File: config.mk
export PLATFORM = sky130hd
export DESIGN_NAME = m68k_bus_arbiter_decode
export DESIGN_NICKNAME = d
export VERILOG_FILES = /design/src/rtl/m68k_bus_arbiter_decode.sv
export SDC_FILE = /design/constraint.sdc
export NUM_CORES = 1
export LEC_CHECK = 0
export BUFFER_PORTS_ARGS = -buffer_cell sky130_fd_sc_hd__buf_4
export CAP_MARGIN = 15
export CORE_MARGIN = 10
export CORE_UTILIZATION = 51
export DETAILED_ROUTE_END_ITERATION = 10
export GPL_TIMING_DRIVEN = 0
export MAX_ROUTING_LAYER = met4
export PLACE_DENSITY = 0.8
export SLEW_MARGIN = 40
export SYNTH_ARGS = -nofsm -noshare
export SYNTH_HDL_FRONTEND = slang
export SYNTH_SLANG_ARGS = --single-unit
File: constraint.sdc
create_clock -name clk -period 2.53 [get_ports clk]
set_clock_uncertainty 0.2 [all_clocks]
set_input_delay 0.253 -clock clk [delete_from_list [all_inputs] [get_ports clk]]
set_output_delay 0.253 -clock clk [all_outputs]
set_load 0.1 [all_outputs]
File: src/rtl/m68k_bus_arbiter_decode.sv
// Registered 68000 region decoder: cs one edge after strobe, dtack_n after per-region waits/ext ready, berr_n on unmapped or timeout.
// Optional BUS_DECODE_ERRLOG_EN adds err_count/err_addr capture on every bus-error entry.
module m68k_bus_arbiter_decode #(
  parameter int NUM_REGIONS = 8,
  parameter int ADDR_W      = 24,
  parameter logic [NUM_REGIONS*ADDR_W-1:0] REGION_BASE = {
    24'h180000, 24'h146000, 24'h144000, 24'h140000,
    24'h100000, 24'h0C0000, 24'h080000, 24'h000000},
  parameter logic [NUM_REGIONS*5-1:0] REGION_SHIFT = {
    5'd12, 5'd11, 5'd11, 5'd1, 5'd4, 5'd12, 5'd14, 5'd19},
  parameter logic [NUM_REGIONS*4-1:0] REGION_WAIT = {
    4'd2, 4'd0, 4'd0, 4'd0, 4'd0, 4'd0, 4'd0, 4'd1},
  parameter logic [NUM_REGIONS-1:0] REGION_EXT = 8'b00000001,
  parameter int TIMEOUT = 255,
  localparam int IDX_W = (NUM_REGIONS > 1) ? $clog2(NUM_REGIONS) : 1
) (
  input  logic                   clk,
  input  logic                   reset_n,
  input  logic [ADDR_W-1:0]      cpu_a,
  input  logic                   cpu_as_n,
  input  logic [NUM_REGIONS-1:0] region_en,
  input  logic [NUM_REGIONS-1:0] region_ready,
  output logic [NUM_REGIONS-1:0] cs,
  output logic [IDX_W-1:0]       hit_index,
  output logic                   dtack_n,
  output logic                   berr_n,
  output logic                   busy
`ifdef BUS_DECODE_ERRLOG_EN
  ,
  output logic [15:0]            err_count,
  output logic [ADDR_W-1:0]      err_addr
`endif
);

  typedef enum logic [1:0] {S_IDLE, S_WAIT, S_ACK, S_ERR} state_t;

  state_t state, state_nxt;

  logic [NUM_REGIONS-1:0] hit;
  logic [IDX_W-1:0]       win_idx;
  logic                   any_hit;

  logic [3:0]             wait_cnt, wait_nxt;
  logic [7:0]             to_cnt, to_nxt;
  logic [NUM_REGIONS-1:0] cs_nxt;
  logic [IDX_W-1:0]       idx_nxt;
  logic                   dtack_nxt, berr_nxt;
  logic                   ack_ok, tmo;

  always_comb begin
    hit = '0;
    for (int i = 0; i < NUM_REGIONS; i++) begin
      hit[i] = region_en[i] &&
               ((cpu_a >> REGION_SHIFT[i*5 +: 5]) ==
                (REGION_BASE[i*ADDR_W +: ADDR_W] >> REGION_SHIFT[i*5 +: 5]));
    end
  end

  // Scan downwards so the lowest hitting index is the last one written.
  always_comb begin
    win_idx = '0;
    any_hit = 1'b0;
    for (int i = NUM_REGIONS - 1; i >= 0; i--) begin
      if (hit[i]) begin
        win_idx = IDX_W'(i);
        any_hit = 1'b1;
      end
    end
  end

  // hit_index holds the latched region for the whole bus cycle.
  assign ack_ok = (wait_cnt == 4'd0) && (!REGION_EXT[hit_index] || region_ready[hit_index]);
  assign tmo    = (to_cnt == 8'(TIMEOUT - 1));
  assign busy   = (state != S_IDLE);

  always_ff @(posedge clk or negedge reset_n) begin
    if (!reset_n) state <= S_IDLE;
    else          state <= state_nxt;
  end

  always_comb begin
    state_nxt = state;
    case (state)
      S_IDLE: if (!cpu_as_n) state_nxt = any_hit ? S_WAIT : S_ERR;
      S_WAIT: begin
        if (cpu_as_n)    state_nxt = S_IDLE;
        else if (ack_ok) state_nxt = S_ACK;
        else if (tmo)    state_nxt = S_ERR;
      end
      S_ACK:  if (cpu_as_n) state_nxt = S_IDLE;
      S_ERR:  if (cpu_as_n) state_nxt = S_IDLE;
      default: state_nxt = S_IDLE;
    endcase
  end

  always_comb begin
    cs_nxt    = cs;
    idx_nxt   = hit_index;
    dtack_nxt = dtack_n;
    berr_nxt  = berr_n;
    wait_nxt  = wait_cnt;
    to_nxt    = to_cnt;
    case (state)
      S_IDLE: begin
        if (!cpu_as_n) begin
          if (any_hit) begin
            cs_nxt   = NUM_REGIONS'(1) << win_idx;
            idx_nxt  = win_idx;
            wait_nxt = REGION_WAIT[int'(win_idx)*4 +: 4];
            to_nxt   = 8'd0;
          end else begin
            berr_nxt = 1'b0;
          end
        end
      end
      S_WAIT: begin
        if (cpu_as_n) begin
          cs_nxt = '0;
        end else begin
          wait_nxt = (wait_cnt != 4'd0) ? wait_cnt - 4'd1 : 4'd0;
          to_nxt   = to_cnt + 8'd1;
          if (ack_ok) begin
            dtack_nxt = 1'b0;
          end else if (tmo) begin
            cs_nxt   = '0;
            berr_nxt = 1'b0;
          end
        end
      end
      S_ACK: begin
        if (cpu_as_n) begin
          cs_nxt    = '0;
          dtack_nxt = 1'b1;
        end
      end
      S_ERR: begin
        if (cpu_as_n) berr_nxt = 1'b1;
      end
      default: begin
        cs_nxt    = '0;
        dtack_nxt = 1'b1;
        berr_nxt  = 1'b1;
      end
    endcase
  end

  always_ff @(posedge clk or negedge reset_n) begin
    if (!reset_n) begin
      cs        <= '0;
      hit_index <= '0;
      dtack_n   <= 1'b1;
      berr_n    <= 1'b1;
      wait_cnt  <= 4'd0;
      to_cnt    <= 8'd0;
    end else begin
      cs        <= cs_nxt;
      hit_index <= idx_nxt;
      dtack_n   <= dtack_nxt;
      berr_n    <= berr_nxt;
      wait_cnt  <= wait_nxt;
      to_cnt    <= to_nxt;
    end
  end

`ifdef BUS_DECODE_ERRLOG_EN
  logic [ADDR_W-1:0] a_q;
  logic              err_ev;

  assign err_ev = ((state == S_IDLE) && !cpu_as_n && !any_hit) ||
                  ((state == S_WAIT) && !cpu_as_n && !ack_ok && tmo);

  always_ff @(posedge clk or negedge reset_n) begin
    if (!reset_n) begin
      a_q       <= '0;
      err_count <= 16'd0;
      err_addr  <= '0;
    end else begin
      if ((state == S_IDLE) && !cpu_as_n) a_q <= cpu_a;
      if (err_ev) begin
        if (err_count != 16'hFFFF) err_count <= err_count + 16'd1;
        err_addr <= (state == S_IDLE) ? cpu_a : a_q;
      end
    end
  end
`endif

endmodule

# ---- Word level (Yosys, flattened, before mapping)
# Memories as Yosys holds them, arrays and structs flattened.
# Index checks and enable logic that the tools add are counted.
dict set report word_totals {
  ff_bits 27
  mem_bits_ro 8
  output_inout_bits 14
  word_cells 117
  memories 1
}
dict set report classes {
  n_addsub 2
  n_lt_le_gt_ge 1
  n_eq_ne 24
  shifts 2
  mux 52
  bitwise 1
  reduce_logical 27
}
# name depth word_bits rd rd_ports_with_merged_regs wr line_no
set memory_table {}
lappend memory_table {{(no name shown)} 8 1 1 0 0 72} ;# assign ack_ok = (wait_cnt == 4'd0) && (!REGION_EXT[hit_index] || region_ready[hit_index]);
# operator n
set op_table {}
lappend op_table {{$mux 8} 9}
lappend op_table {{$shiftx 32x6->4 const A} 1}
lappend op_table {{$eq 13x10->1 const B} 2}
lappend op_table {{$logic_not 24->1} 1}
lappend op_table {{$mux 3} 8}
lappend op_table {{$pmux 8 s3} 1}
lappend op_table {{$eq 23x20->1 const B} 1}
lappend op_table {{$eq 20x17->1 const B} 1}
lappend op_table {{$mux 1} 18}
lappend op_table {{$ne 2x2->1 const B} 9}
lappend op_table {{$mux 4} 4}
lappend op_table {{$pmux 8 s2} 1}
lappend op_table {{$eq 12x8->1 const B} 1}
lappend op_table {{$eq 12x9->1 const B} 1}
lappend op_table {{$mux 2} 6}
lappend op_table {{$eq 10x6->1 const B} 1}
lappend op_table {{$logic_and 1x1->1} 9}
lappend op_table {{$add 8x1->8 const B} 1}
lappend op_table {{$eq 8x8->1 const B} 1}
lappend op_table {{$pmux 4 s2} 1}
lappend op_table {{$reduce_and 4->1} 2}
lappend op_table {{$shl 1x3->8 const A} 1}
lappend op_table {{$reduce_and 7->1} 1}
lappend op_table {{$ne 3x3->1 const B} 2}
lappend op_table {{other kinds (21)} 26}

# ---- Logic depth before layout (Yosys ltp)
dict set report logic_depth {
  depth_word 14
  ltp_mapped 9
  mapped_depth_nobuf 8
}

# ---- Worst setup path after synthesis
# No wires, ideal clock.
dict set report synth_timing {
  kind {register -> register}
  start {register hit_index[2]}
  end {register cs[0]}
  setup_time_ps 125
  t_arrival_ps 2378
  required_time_ps 2205
  setup_slack_ps -173
  path_stages_with_launch 7
  n_path_buf 1
  path_cell_list {dfrtp_1 o41ai_2 nand2_1 a211o_1 a211o_1 buf_6 mux2_4}
}
dict set report synth_via {
  elab_chain_cells 7
  elab_cells_between_ends 9
  cone_classes {1 x eq/ne; 3 x mux; 4 x reduce/logical; 1 x memory}
}
# element line_no
set synth_lines {}
lappend synth_lines {{start, declared} 24} ;# output logic [IDX_W-1:0] hit_index,
lappend synth_lines {{start signal, assigned} 157} ;# hit_index <= idx_nxt;
lappend synth_lines {{$mem_v2 8x1} -}
lappend synth_lines {{$mux 1 (not written as such)} 72}
lappend synth_lines {{$logic_not 1->1} 72}
lappend synth_lines {{$logic_or 1x1->1 (*)} 72}
lappend synth_lines {{$logic_and 1x1->1 (*)} 72}
lappend synth_lines {{$ne 3x3->1 (no line) (*)} -}
lappend synth_lines {{$reduce_and 6->1 (no line) (*)} -}
lappend synth_lines {{end signal, assigned} 156} ;# cs <= cs_nxt;
lappend synth_lines {{end, declared} 23} ;# output logic [NUM_REGIONS-1:0] cs,
# Mark *: on every way between the ends. The rest lies on a longest branch, timed or not. The select of a mux whose other input is x is not followed.
# A chain may end at the register's enable or synchronous reset.

# ---- Final worst setup path
dict set report layout_timing {
  start {register state[1]}
  end {register cs[3]}
}
dict set report layout_via {
  elab_chain_cells 3
  elab_cells_between_ends 11
  cone_classes {7 x eq/ne; 1 x mux; 3 x reduce/logical}
}
# element line_no
set layout_lines {}
lappend layout_lines {{start, declared} 37} ;# state_t state, state_nxt;
lappend layout_lines {{start signal, assigned} 78} ;# else state <= state_nxt;
lappend layout_lines {{$eq 2x1->1 (tied with other cells)} 103} ;# case (state)
lappend layout_lines {{$ne 3x3->1 (no line) (tied with other cells)} -}
lappend layout_lines {{$reduce_and 6->1 (no line)} -}
# Several ways; a longest one is shown, not always the timed one.

==> impl_metrics.tcl <==
set metrics [dict create \
    ios 57 \
    rsz0062_at_grt "false" \
    maxSlewViolCount 0 \
    final_antenna_net_count 0 \
    power_density_nw_per_um2 851 \
    netlist.area_leader.share_pct 34.1 \
    areaGrowthSynthToFinish_pct 26.4 \
    synth_edf_count 0 \
    drive_gt1_share_pct 35.4 \
    min_period_over_period_pct 92.9 \
    grt_pass1_vias 1684 \
    fmaxAchievable_mhz 426 \
    max_slew_margin_pct 64.1 \
    nNetsFinal 294 \
    insertion_delay_ns 0.34 \
    drt_iter0_drc 143 \
    post-cts-setup-buffers 0 \
    status "complete, no violations" \
    setup_viol 0 \
    mappedNetlistArea_um2 1840 \
    worstSetupStartpointType "register" \
    antenna_found_initial 0 \
    stdcell_area_um2 2320 \
    power_mw 1.98 \
    htree_levels 1 \
    wl_per_cell_um 16.2 \
    cts_buffers 3 \
    grt_max_degree 28 \
    n_antenna_cell 0 \
    io_buffer_count 48 \
    yosys.area.top_type "dfrtp_1" \
    ys_seq_area_share_pct 36.9 \
    min_path_type "in2reg" \
    hold_viol 0 \
    seq_area_um2 682 \
    routed_wl_um 4680 \
    ys_types 56 \
    maxCapViolCount 0 \
    crit_path_end_kind "register" \
    cts_sinks 27 \
    holdWs_ns 0.112 \
    required_ns 2.58 \
    placed_area_um2 2260 \
    finalCriticalPeriod_ns 2.35 \
    ys_warn_count 0 \
    clk_pin_slew_worst_paths_ns 0.16 \
    synth_area_leaders "dfrtp_1 34%, mux2_4 6.5%, ha_1 4.8%" \
    syn_avg_cell_area_um2 9.66 \
    fillCellCount 302 \
    synth_cells 190 \
    drtPass1Iterations 4 \
    routabilityCongestion 0.836 \
    cts_tree "built" \
    remaining_drc_errors 0 \
    gr-total-overflow 0 \
    globalRouteTotalUtil_pct 15.0 \
    die_area_um2 6400 \
    grt_pass1_wl_um 7740 \
    p_leak_nw 1.04 \
    synthesis.nets 240 \
    criticalPathCategory "reg2reg" \
    start_util_pct 53.7 \
    async_reset_ff_share_pct 100 \
    cts_buffer_depth 2 \
    die_w_um 80.0 \
    drt-vias-per-instance 5.96 \
    setup_tns_ns 0 \
    multi_input_area_um2 1130 \
    num_rows 21 \
    dieHeight_um 80.0 \
    crit_fanout 8 \
    cp.arrival_ns 2.40 \
    tightest_slew_ns 0.532 \
    cts_root_buf "clkbuf_4" \
    dpl.hpwl_um 3670 \
    synth-seq-cells 27 \
    vdd_drop_max_uv 774 \
    core_um2 3420 \
    synthFlopType "dfrtp_1" \
    num_vias 1721 \
]
## synthesized netlist by cell type (3+ instances only)
| master | number |
|---|---|
| ha_1 | 7 |
| a21oi_1 | 9 |
| nor3_1 | 9 |
| mux2_4 | 8 |
| nand3_1 | 6 |
| inv_1 | 5 |
| dfrtp_1 | 25 |
| nand4_1 | 4 |
| o21ai_0 | 9 |
| nor2b_1 | 3 |
| clkbuf_1 | 3 |
| nor4_1 | 8 |
| nand2_1 | 14 |
| a31oi_1 | 3 |
| or2_2 | 4 |
| nor2_1 | 16 |
| o31ai_1 | 6 |
## power by group
part,leakage (nW),switching [mW],internal (mW)
Clock,0.0177,0.139,0.0596
Sequential,0.346,0.114,0.537
Combinational,0.677,0.720,0.406
## worst paths after layout
path                               start  endpoint  slack [ns]  depth (start not counted)
worst max-delay path            state[1]     cs[3]        0.18                          7
worst min-delay path            cpu_as_n  state[0]        0.11                          4
worst max register to register  state[1]     cs[3]        0.18                          7
worst min register to register   dtack_n   dtack_n        0.32                          2
max in group asynchronous        reset_n   dtack_n        1.68                          2
min in group asynchronous        reset_n     cs[0]        0.14                          2
## metal layers
metal	part of all wire [%]	up-vias	global-route usage [%]
li1	-	829	-
met1	45	834	19.2
met2	48	51	22.5
met3	4.7	7	2.93
met4	1.8	0	6.16
met5	0	-	-
## logic make-up after synthesis
kind of cell | share of synthesized area (%)
fa+ha+maj | 4.77
buf+inv | 2.93
flops | 36.9
simple gates | 27.1
mux | 8.93
compound gates | 19.3
## worst max-delay path, stage by stage, from the launching register on
cell     delay, ns
dfrtp_1       0.47
inv_1         0.12
ha_1          0.28
o21ai_1       0.15
nor4_4        0.39
a211o_1       0.19
buf_6         0.16
mux2_4        0.31
## sequential cells by signal (all words and copies together) (netlist names)
name       count
cs             8
to_cnt         8
hit_index      3
dtack_n        1
state          2
berr_n         1
wait_cnt       4
## stage by stage
step,util (%),instances,worst slack (ns)
3_5_place_dp,66.2,284,0.0779
4_1_cts,67.3,289,0.0913
2_1_floorplan,-,190,0.0298
5_1_grt,67.9,289,0.0271
3_3_place_gp,66.2,284,0.100
6_report,67.9,289,0.180
## layout make-up
cell class,count,share of cell area [%]
clock inverter,1,0.216
multi-input combinational,151,48.5
clock buffer,3,0.970
timing repair buffer,49,16.0
sequential,27,29.4
inverter,5,0.970
buffer,7,1.51
tap,46,2.48
## placed cells by master, fill, tap and decap left out, types with 4 or more instances in the layout
| cell | n |
|---|---|
| ha_1 | 7 |
| mux2_4 | 8 |
| nand3_1 | 6 |
| a21oi_1 | 9 |
| nand2_1 | 14 |
| o21ai_0 | 9 |
| nor4_1 | 7 |
| nor2_1 | 14 |
| nand4_1 | 4 |
| or2_2 | 4 |
| nor3_1 | 9 |
| inv_1 | 4 |
| o31ai_1 | 6 |
| dfrtp_1 | 22 |
| buf_4 | 48 |
## timing repair
action                     CTS  global route
hold endpoints to repair    27             0
setup endpoints to repair    0            10
gates resized for setup      0             4
hold buffers                 1             0
No activity file was read; power rests on OpenSTA's default activity.
